--- config.mk ---
export PLATFORM = sky130hd
export DESIGN_NAME = hbridge_pulse_decoder_flat
export DESIGN_NICKNAME = d
export VERILOG_FILES = /design/src/rtl/hbridge_pulse_decoder_pkg.sv /design/src/rtl/hbridge_pulse_decoder_if.sv /design/src/rtl/hbridge_pulse_decoder.sv /design/src/flat_wrapper.sv
export SDC_FILE = /design/constraint.sdc
export NUM_CORES = 1
export LEC_CHECK = 0
export CAP_MARGIN = 10
export CORE_ASPECT_RATIO = 1.4
export CORE_UTILIZATION = 55
export DETAILED_ROUTE_END_ITERATION = 6
export PLACE_DENSITY_LB_ADDON = 0.05
export SETUP_SLACK_MARGIN = 0.05
export SLEW_MARGIN = 30
export SYNTH_ARGS = -nofsm -noshare
export SYNTH_HDL_FRONTEND = slang
export SYNTH_SLANG_ARGS = --single-unit
--- constraint.sdc ---
create_clock -name clk -period 6.25 [get_ports clk]
set_input_delay 1.25 -clock clk [delete_from_list [all_inputs] [get_ports clk]]
set_output_delay 1.25 -clock clk [all_outputs]
set_load 0.01 [all_outputs]
--- src/rtl/hbridge_pulse_decoder_pkg.sv ---
// Shared definitions for the H-bridge pulse generator, its decoder and the
// width readback register: field widths, packed-word layout, fault codes and
// the decoder state type.
package hbridge_pkg;

  localparam int D1_W   = 4;
  localparam int D2_W   = 6;
  localparam int D3_W   = 6;
  localparam int WORD_W = D1_W + D2_W + D3_W;

  // Bit offsets of each field inside the packed width word.
  localparam int D1_LSB = 0;
  localparam int D2_LSB = D1_LSB + D1_W;
  localparam int D3_LSB = D2_LSB + D2_W;

  // Offset counter is one bit wider than the widest field so that running
  // past the largest encodable offset is visible.
  localparam int               CNT_W   = D3_W + 1;
  localparam logic [CNT_W-1:0] CNT_MAX = CNT_W'((1 << D3_W) - 1);
  localparam logic [CNT_W-1:0] D1_MAX  = CNT_W'((1 << D1_W) - 1);

  localparam logic [1:0] FAULT_NONE    = 2'd0;
  localparam logic [1:0] FAULT_ORDER   = 2'd1;
  localparam logic [1:0] FAULT_RANGE   = 2'd2;
  localparam logic [1:0] FAULT_MISSING = 2'd3;

  typedef enum logic [2:0] {
    ST_SYNC,
    ST_IDLE,
    ST_OUTER,
    ST_INNER,
    ST_TAIL,
    ST_DRAIN
  } state_t;

  // Assemble the width word from its three fields.
  function automatic logic [WORD_W-1:0] pack_word(input logic [D1_W-1:0] d1,
                                                  input logic [D2_W-1:0] d2,
                                                  input logic [D3_W-1:0] d3);
    logic [WORD_W-1:0] w;
    w = '0;
    w[D1_LSB +: D1_W] = d1;
    w[D2_LSB +: D2_W] = d2;
    w[D3_LSB +: D3_W] = d3;
    return w;
  endfunction

endpackage

--- src/rtl/hbridge_pulse_decoder_if.sv ---
// Gate-drive tap and decoded-report bundle between the generator side
// (master) and the pulse decoder (slave).
interface hbridge_pulse_decoder_if;

  logic                        q1q8;
  logic                        q3q6;
  logic [hbridge_pkg::WORD_W-1:0] dataout;
  logic                        valid;
  logic [1:0]                  fault_code;
  logic                        busy;

  modport master (
    output q1q8, q3q6,
    input  dataout, valid, fault_code, busy
  );

  modport slave (
    input  q1q8, q3q6,
    output dataout, valid, fault_code, busy
  );

endinterface

--- src/rtl/hbridge_pulse_decoder.sv ---
// Recovers the packed width word from the Q1Q8 (outer) / Q3Q6 (inner) gate
// drive pair by timing the inner edges and the outer fall against the outer
// rise, and flags frames that cannot have come from a well-formed word.
module hbridge_pulse_decoder
  import hbridge_pkg::*;
(
  input  logic                     clk,
  input  logic                     reset,
  hbridge_pulse_decoder_if.slave   bus
);

  state_t           state;
  logic [CNT_W-1:0] cnt;
  logic [D1_W-1:0]  d1;
  logic [D2_W-1:0]  d2;

  logic a;
  logic b;
  assign a = bus.q1q8;
  assign b = bus.q3q6;

  // Frame FSM: measures edge offsets and issues one registered report per frame.
  // NOTE: all state and outputs here use non-blocking assignments so every
  // branch sees the pre-edge values of cnt/d1/d2 regardless of statement order.
  always_ff @(posedge clk or negedge reset) begin
    if (!reset) begin
      state          <= ST_SYNC;
      cnt            <= '0;
      d1             <= '0;
      d2             <= '0;
      bus.dataout    <= '0;
      bus.valid      <= 1'b0;
      bus.fault_code <= FAULT_NONE;
      bus.busy       <= 1'b0;
    end else begin
      bus.valid <= 1'b0;
      case (state)
        ST_SYNC, ST_DRAIN: begin
          if (!a && !b) state <= ST_IDLE;
        end

        ST_IDLE: begin
          d1 <= '0;
          d2 <= '0;
          if (a) begin
            cnt <= CNT_W'(1);
            if (b) begin
              bus.valid <= 1'b1; bus.fault_code <= FAULT_ORDER; bus.dataout <= '0;
              state <= ST_DRAIN;
            end else begin
              bus.busy <= 1'b1;
              state    <= ST_OUTER;
            end
          end else if (b) begin
            bus.valid <= 1'b1; bus.fault_code <= FAULT_ORDER; bus.dataout <= '0;
            state <= ST_DRAIN;
          end
        end

        ST_OUTER: begin
          cnt <= cnt + 1'b1;
          if (cnt > CNT_MAX) begin
            bus.valid <= 1'b1; bus.fault_code <= FAULT_RANGE; bus.dataout <= '0;
            bus.busy <= 1'b0; state <= ST_DRAIN;
          end else if (!a && !b) begin
            bus.valid <= 1'b1; bus.fault_code <= FAULT_MISSING;
            bus.dataout <= pack_word('0, '0, cnt[D3_W-1:0]);
            bus.busy <= 1'b0; state <= ST_IDLE;
          end else if (!a) begin
            bus.valid <= 1'b1; bus.fault_code <= FAULT_ORDER; bus.dataout <= '0;
            bus.busy <= 1'b0; state <= ST_DRAIN;
          end else if (b) begin
            if (cnt > D1_MAX) begin
              bus.valid <= 1'b1; bus.fault_code <= FAULT_RANGE; bus.dataout <= '0;
              bus.busy <= 1'b0; state <= ST_DRAIN;
            end else begin
              d1    <= cnt[D1_W-1:0];
              state <= ST_INNER;
            end
          end
        end

        ST_INNER: begin
          cnt <= cnt + 1'b1;
          if (cnt > CNT_MAX) begin
            bus.valid <= 1'b1; bus.fault_code <= FAULT_RANGE;
            bus.dataout <= pack_word(d1, '0, '0);
            bus.busy <= 1'b0; state <= ST_DRAIN;
          end else if (!a && !b) begin
            bus.valid <= 1'b1; bus.fault_code <= FAULT_NONE;
            bus.dataout <= pack_word(d1, cnt[D2_W-1:0], cnt[D3_W-1:0]);
            bus.busy <= 1'b0; state <= ST_IDLE;
          end else if (!a) begin
            bus.valid <= 1'b1; bus.fault_code <= FAULT_ORDER;
            bus.dataout <= pack_word(d1, '0, '0);
            bus.busy <= 1'b0; state <= ST_DRAIN;
          end else if (!b) begin
            d2    <= cnt[D2_W-1:0];
            state <= ST_TAIL;
          end
        end

        ST_TAIL: begin
          cnt <= cnt + 1'b1;
          if (cnt > CNT_MAX) begin
            bus.valid <= 1'b1; bus.fault_code <= FAULT_RANGE;
            bus.dataout <= pack_word(d1, d2, '0);
            bus.busy <= 1'b0; state <= ST_DRAIN;
          end else if (b) begin
            // A second inner pulse is malformed even if the outer falls with it.
            bus.valid <= 1'b1; bus.fault_code <= FAULT_ORDER;
            bus.dataout <= pack_word(d1, d2, '0);
            bus.busy <= 1'b0; state <= ST_DRAIN;
          end else if (!a) begin
            bus.valid <= 1'b1; bus.fault_code <= FAULT_NONE;
            bus.dataout <= pack_word(d1, d2, cnt[D3_W-1:0]);
            bus.busy <= 1'b0; state <= ST_IDLE;
          end
        end

        default: begin
          bus.busy <= 1'b0;
          state    <= ST_SYNC;
        end
      endcase
    end
  end

endmodule

--- src/flat_wrapper.sv ---
// flat-port wrapper written by rule: the top's interface ports become plain ports
module hbridge_pulse_decoder_flat import hbridge_pkg::*;
  (clk, reset, bus_q1q8, bus_q3q6, bus_dataout, bus_valid, bus_fault_code, bus_busy);
  hbridge_pulse_decoder_if bus_i ();
  input  logic clk;
  input  logic reset;
  input wire logic [$bits(bus_i.q1q8)-1:0] bus_q1q8;
  input wire logic [$bits(bus_i.q3q6)-1:0] bus_q3q6;
  output wire logic [$bits(bus_i.dataout)-1:0] bus_dataout;
  output wire logic [$bits(bus_i.valid)-1:0] bus_valid;
  output wire logic [$bits(bus_i.fault_code)-1:0] bus_fault_code;
  output wire logic [$bits(bus_i.busy)-1:0] bus_busy;
  assign bus_i.q1q8 = bus_q1q8;
  assign bus_i.q3q6 = bus_q3q6;
  assign bus_dataout = bus_i.dataout;
  assign bus_valid = bus_i.valid;
  assign bus_fault_code = bus_i.fault_code;
  assign bus_busy = bus_i.busy;
  hbridge_pulse_decoder u_core (.clk(clk), .reset(reset), .bus(bus_i));
endmodule
Yosys cells after proc, flatten, opt, wreduce, memory -nomap -nowiden:

Index checks and enable logic that the tools add are counted.

* magnitude comparators: 2
* add/subtract/negate cells: 1
* mux-type cells: 81
* bitwise gates (word level): 1
* eq/ne operators: 24
* reduce and logical (&&, ||, !) cells: 16

Operator list (number)
* 2-to-1 mux 16 bit: 12
* case mux 16 bit (4 select lines): 1
* 2-to-1 mux 3 bit: 16
* 2-to-1 mux 2 bit: 12
* 2-to-1 mux 6 bit: 4
* != test 2 bit (second input constant): 12
* 2-to-1 mux 1 bit: 23
* 2-to-1 mux 4 bit: 5
* case mux 3 bit (5 select lines): 1
* AND reduction 5 bit: 3
* case mux 7 bit (2 select lines): 1
* case mux 6 bit (2 select lines): 1
* AND reduction 6 bit: 2
* != test 5 x 3 -> 1 bit (second input constant): 2
* case mux 2 bit (4 select lines): 1
* case mux 4 bit (2 select lines): 1
* adder 7 x 1 -> 7 bit (second input constant): 1
* > comparator 7 x 4 -> 1 bit (second input constant): 1
* > comparator 7 x 6 -> 1 bit (second input constant): 1
* 2-to-1 mux 7 bit: 1
* == test 3 x 2 -> 1 bit (second input constant): 2
* == test 3 bit (second input constant): 2
* nonzero test 2 bit: 3
* != test 5 x 2 -> 1 bit (second input constant): 1
* 15 further kinds: 16

* input bits: 4
* register bits: 40

Longest topological paths before layout:

* word-level depth: 7
* mapped depth: 8
* gate-level depth less buffers: 6

Worst setup path after synthesis:

OpenSTA, ideal clock, no wires.

* path kind: in2reg
* start point: input port bus_q3q6
* end point: register u_core.bus.dataout[9]
* path buffers: 2
* library setup time: 0.125 ns
* stages on the path: 7
* path slack: 3.582 ns
* arrival time: 2.543 ns
* cell sequence: buf_2 > nor3b_2 > o21ai_2 > a32oi_2 > o21ai_4 > buf_12 > mux2_4

* longest elaborated chain between the ends: 5
* elaborated cells between the ends (all ways): 15
* those cells by class: eq/ne (5); mux (7); reduce/logical (3)

RTL lines
* start: declaration: RTL line flat_wrapper.sv:8 `input wire logic [$bits(bus_i.q3q6)-1:0] bus_q3q6;`
* zero test 1 bit: RTL line hbridge_pulse_decoder.sv:65, hbridge_pulse_decoder.sv:89
* logical AND 1 bit: RTL line hbridge_pulse_decoder.sv:65, hbridge_pulse_decoder.sv:89
* 2-to-1 mux 16 bit (on tied branches): RTL line hbridge_pulse_decoder.sv:89, hbridge_pulse_decoder.sv:65
* 2-to-1 mux 16 bit (on tied branches): RTL line hbridge_pulse_decoder.sv:85, hbridge_pulse_decoder.sv:62
* case mux 16 bit (4 select lines): RTL line hbridge_pulse_decoder.sv:37 `case (state)`
* end signal: assignment: RTL line hbridge_pulse_decoder.sv:67 `bus.dataout <= pack_word('0, '0, cnt[D3_W-1:0]);`
* end signal: assignment: RTL line hbridge_pulse_decoder.sv:87 `bus.dataout <= pack_word(d1, '0, '0);`
* end signal: assignment: RTL line hbridge_pulse_decoder.sv:91 `bus.dataout <= pack_word(d1, cnt[D2_W-1:0], cnt[D3_W-1:0]);`
* end: declaration: RTL line hbridge_pulse_decoder_if.sv:19 `output dataout, valid, fault_code, busy`

Several ways; a longest one is shown, not always the timed one.
A chain may end at the register's enable or synchronous reset.

Final worst setup path:

* start point: input port bus_q1q8
* end point: register u_core.bus.dataout[9]

* longest elaborated chain between the ends: 5
* elaborated cells between the ends (all ways): 13
* those cells by class: eq/ne (4); mux (6); reduce/logical (3)

RTL lines
* start: declaration: RTL line flat_wrapper.sv:7 `input wire logic [$bits(bus_i.q1q8)-1:0] bus_q1q8;`
* zero test 1 bit: RTL line hbridge_pulse_decoder.sv:65, hbridge_pulse_decoder.sv:89
* logical AND 1 bit: RTL line hbridge_pulse_decoder.sv:65, hbridge_pulse_decoder.sv:89
* 2-to-1 mux 16 bit (on tied branches): RTL line hbridge_pulse_decoder.sv:89, hbridge_pulse_decoder.sv:65
* 2-to-1 mux 16 bit (on tied branches): RTL line hbridge_pulse_decoder.sv:85, hbridge_pulse_decoder.sv:62
* case mux 16 bit (4 select lines): RTL line hbridge_pulse_decoder.sv:37

Several ways; a longest one is shown, not always the timed one.

==> qor.yml <==
run_status:
  outcome: "complete, but fails checks"
  violations: "DRC"
grt:
  grt_pass1_vias: 1670
  grt-ovfl-total: 0
  antenna_found_initial: 0
  grt_pass1_wl_mm: 7.89
  grt.total_usage_pct: 22.8
  grt_max_degree: 41
floorplan:
  rows: 27
  die_area_mm2: 0.00450
  die_h_um: 78.9
  pin_count: 24
  initial_core_util_pct: 58.3
  core_area_mm2: 0.00399
  fp.dieW_um: 57.0
critical_path:
  cp_data_arrival_time_ns: 3.44
  crit_path_max_fanout: 19
  cp_top_family: "compound AO/OA/AOI/OAI gates"
  startpoint: "bus_q1q8"
  slowest_delay_ns: 0.76
  rr_startpoint: "u_core.cnt[0]$_DFFE_PN0P_"
  crit_type: "in -> reg"
  crit_required_ns: 6.43
  endpoint_kind: "register"
  cp_cell_sequence: "clkdlybuf4s50_1 > nor2b_2 > o2111ai_1 > a32oi_2 > o21ai_4 > mux2_4"
  cpMaxStageDelayCell: "clkdlybuf4s50_1"
  critPathLaunchType: "input port"
  crit_buf_inv: 1
sta:
  finalCritPeriodShare_pct: 52.2
  tns_ns: 0
  fin_crit_ns: 3.26
  finalSetupViolations: 0
  clock_skew_ns: 0.00425
  rsz0062_at_grt: "false"
  maxSlewViolCount: 0
  slew_headroom_pct: 54.0
  tightest_slew_ns: 0.687
  hold_viol_final: 0
  fmax_mhz: 306
clocking:
  cts_resized: 0
  clkLatencyLatePin_ns: 0.29
  cts_tree: "yes"
  postCtsSetupRepairBufs: 0
  clockBufferDepth: 2
  cts_hold_buf: 0
  cts.clk_slew.worst_paths_ns: 0.07
  cts_max_level: 2
  cts.sinks: 40
  cts-root-buf: "clkbuf_8"
  numCtsBuffers: 5
pwr:
  power_density_mw_per_mm2: 385
  p_leak_uw: 0.00108
  peakVddDrop_mv: 0.258
synth:
  synth_xor_area_share_pct: 1.88
  synthFlopType: "dfrtp_1"
  synth-seq-area-share_pct: 43.0
  ys_ff_latch: 40
  synth_top_family_by_area: "compound AO/OA/AOI/OAI gates"
  yosysWarnings: 0
  synthCells: 241
  synthAdderAreaFrac_pct: 0.538
  synth_edf_count: 0
  synthesis.area_mm2: 0.00233
  synth_fp_nets: 246
  synth_compound_area_share_pct: 18.4
  yosys.area_share.simple_pct: 17.9
  async_flop_share_pct: 100
  yosys.cell_types.count: 51
  synth.avg_cell_area_um2: 9.65
  synth.area.mux_share_pct: 11.4
placed_design:
  placed_area_mm2: 0.00250
  place_congestion: 0.916
  placedCellCount: 290
  dp_hpwl_mm: 3.20
  port_buffers: 23
job:
  maxCapViolCount: 0
layout:
  nets: 259
  layout_commonest_cell: "dfrtp_1"
  final_area_mm2: 0.00261
  fin_cells: 298
  syn_to_final_growth_pct: 12.1
  layout_common_cells: "dfrtp_1 (40), nand2_1 (30), clkdlybuf4s50_1 (22)"
  insertedDiodeCount: 0
  drive_above_1_share_pct: 14.9
routing:
  vias_per_cell: 6.11
  wirelength_mm: 4.63
  dr.pass1.iters: 6
  drtIter0Drc: 68
  wire_per_inst_um: 15.5
  route.detailed.drc: 7
  vias: 1822
  ant_nets: 0
min_path:
  hold_path.class: "reg -> reg"
  hold_path.startpoint: "u_core.bus.dataout[7]$_DFFE_PN0P_"
[sequential cells by signal (all words and copies together) (netlist names)]
name                   flops
u_core.bus.busy            1
u_core.bus.dataout        16
u_core.bus.fault_code      2
u_core.bus.valid           1
u_core.cnt                 7
u_core.d1                  4
u_core.d2                  6
u_core.state               3
[power by group]
group	switching, uW	internal (uW)
Sequential	101	300
Combinational	214	181
Clock	88.6	118
Total	404	600
[logic make-up after synthesis]
kind of cell	count (synthesis)
and+or+nand+nor	79
AOI/OAI and AO/OA	61
DFF	40
buffers and inverters	31
muxes	24
xor gates and xnor gates	5
adders and majority gates	1
[cell type report]
| cell class | count | area (um2) |
|---|---|---|
| clock buffers | 6 | 72.6 |
| clock inverters | 2 | 35.0 |
| fillers | 346 | 1380 |
| inverters | 14 | 52.6 |
| multi-input cells | 170 | 1160 |
| flip-flops and latches | 40 | 1000 |
| well taps | 43 | 53.8 |
| repair buffers | 23 | 228 |
[routing by layer]
metal	track usage [%]	wire length [um]	vias up	part of all wire (%)
met5	0	0	-	0
met4	10.0	99	0	2.1
met3	4.89	184	10	4.0
met2	36.4	2290	62	49
met1	29.8	2050	876	44
li1	-	-	874	-
[path summary, 6_finish.rpt]
check	slack, ns	depth (start not counted)	to
worst max-delay path	2.99	6	u_core.bus.dataout[9]$_DFFE_PN0P_
worst min-delay path	0.51	1	u_core.bus.dataout[7]$_DFFE_PN0P_
worst max register to register	3.50	6	u_core.bus.dataout[15]$_DFFE_PN0P_
worst min register to register	0.51	1	u_core.bus.dataout[7]$_DFFE_PN0P_
max in group asynchronous	4.98	1	u_core.d2[4]$_DFFE_PN0P_
min in group asynchronous	0.92	1	u_core.cnt[0]$_DFFE_PN0P_
[stage by stage]
| stage | setup WS [ns] | hold slack (ns) | total power [uW] | utilization (%) |
|---|---|---|---|---|
| after floorplan | 3.58 | 0.472 | 735 | - |
| after CTS | 3.01 | 0.512 | 1010 | 65.3 |
| after detailed placement | 2.70 | 0.495 | 804 | 62.6 |
| final | 2.99 | 0.507 | 1000 | 65.4 |
| after global placement | 2.77 | 0.489 | 800 | 62.6 |
| after global routing | 2.87 | 0.519 | 1070 | 65.4 |
[synthesized netlist by cell type, types with 2 or more instances]
cell type  instances  area (um2)
nor2_1            20        75.1
buf_4              4        30.0
nand2b_1           2        12.5
o31ai_1            3        22.5
clkbuf_1           5        18.8
a22o_1             4        35.0
nand3_1            2        10.0
xor2_1             2        17.5
a211oi_1           3        22.5
or2_2              2        12.5
xnor2_1            3        26.3
mux2i_1            8        80.1
nor2b_1            7        43.8
a22oi_1            9        67.6
mux2_2            15         169
a21oi_1            5        25.0
nor3b_2            2        25.0
or4_1              2        15.0
buf_2              4        20.0
inv_1             14        52.6
buf_1              2        7.51
dfrtp_1           40        1000
or3b_4             2        22.5
a221oi_1           3        26.3
o22ai_1            4        25.0
o221ai_1           2        17.5
nand2_1           30         113
o21ai_2            2        17.5
o21ai_0           17        85.1
a31oi_1            2        12.5
(Power assumes the default switching activity.)
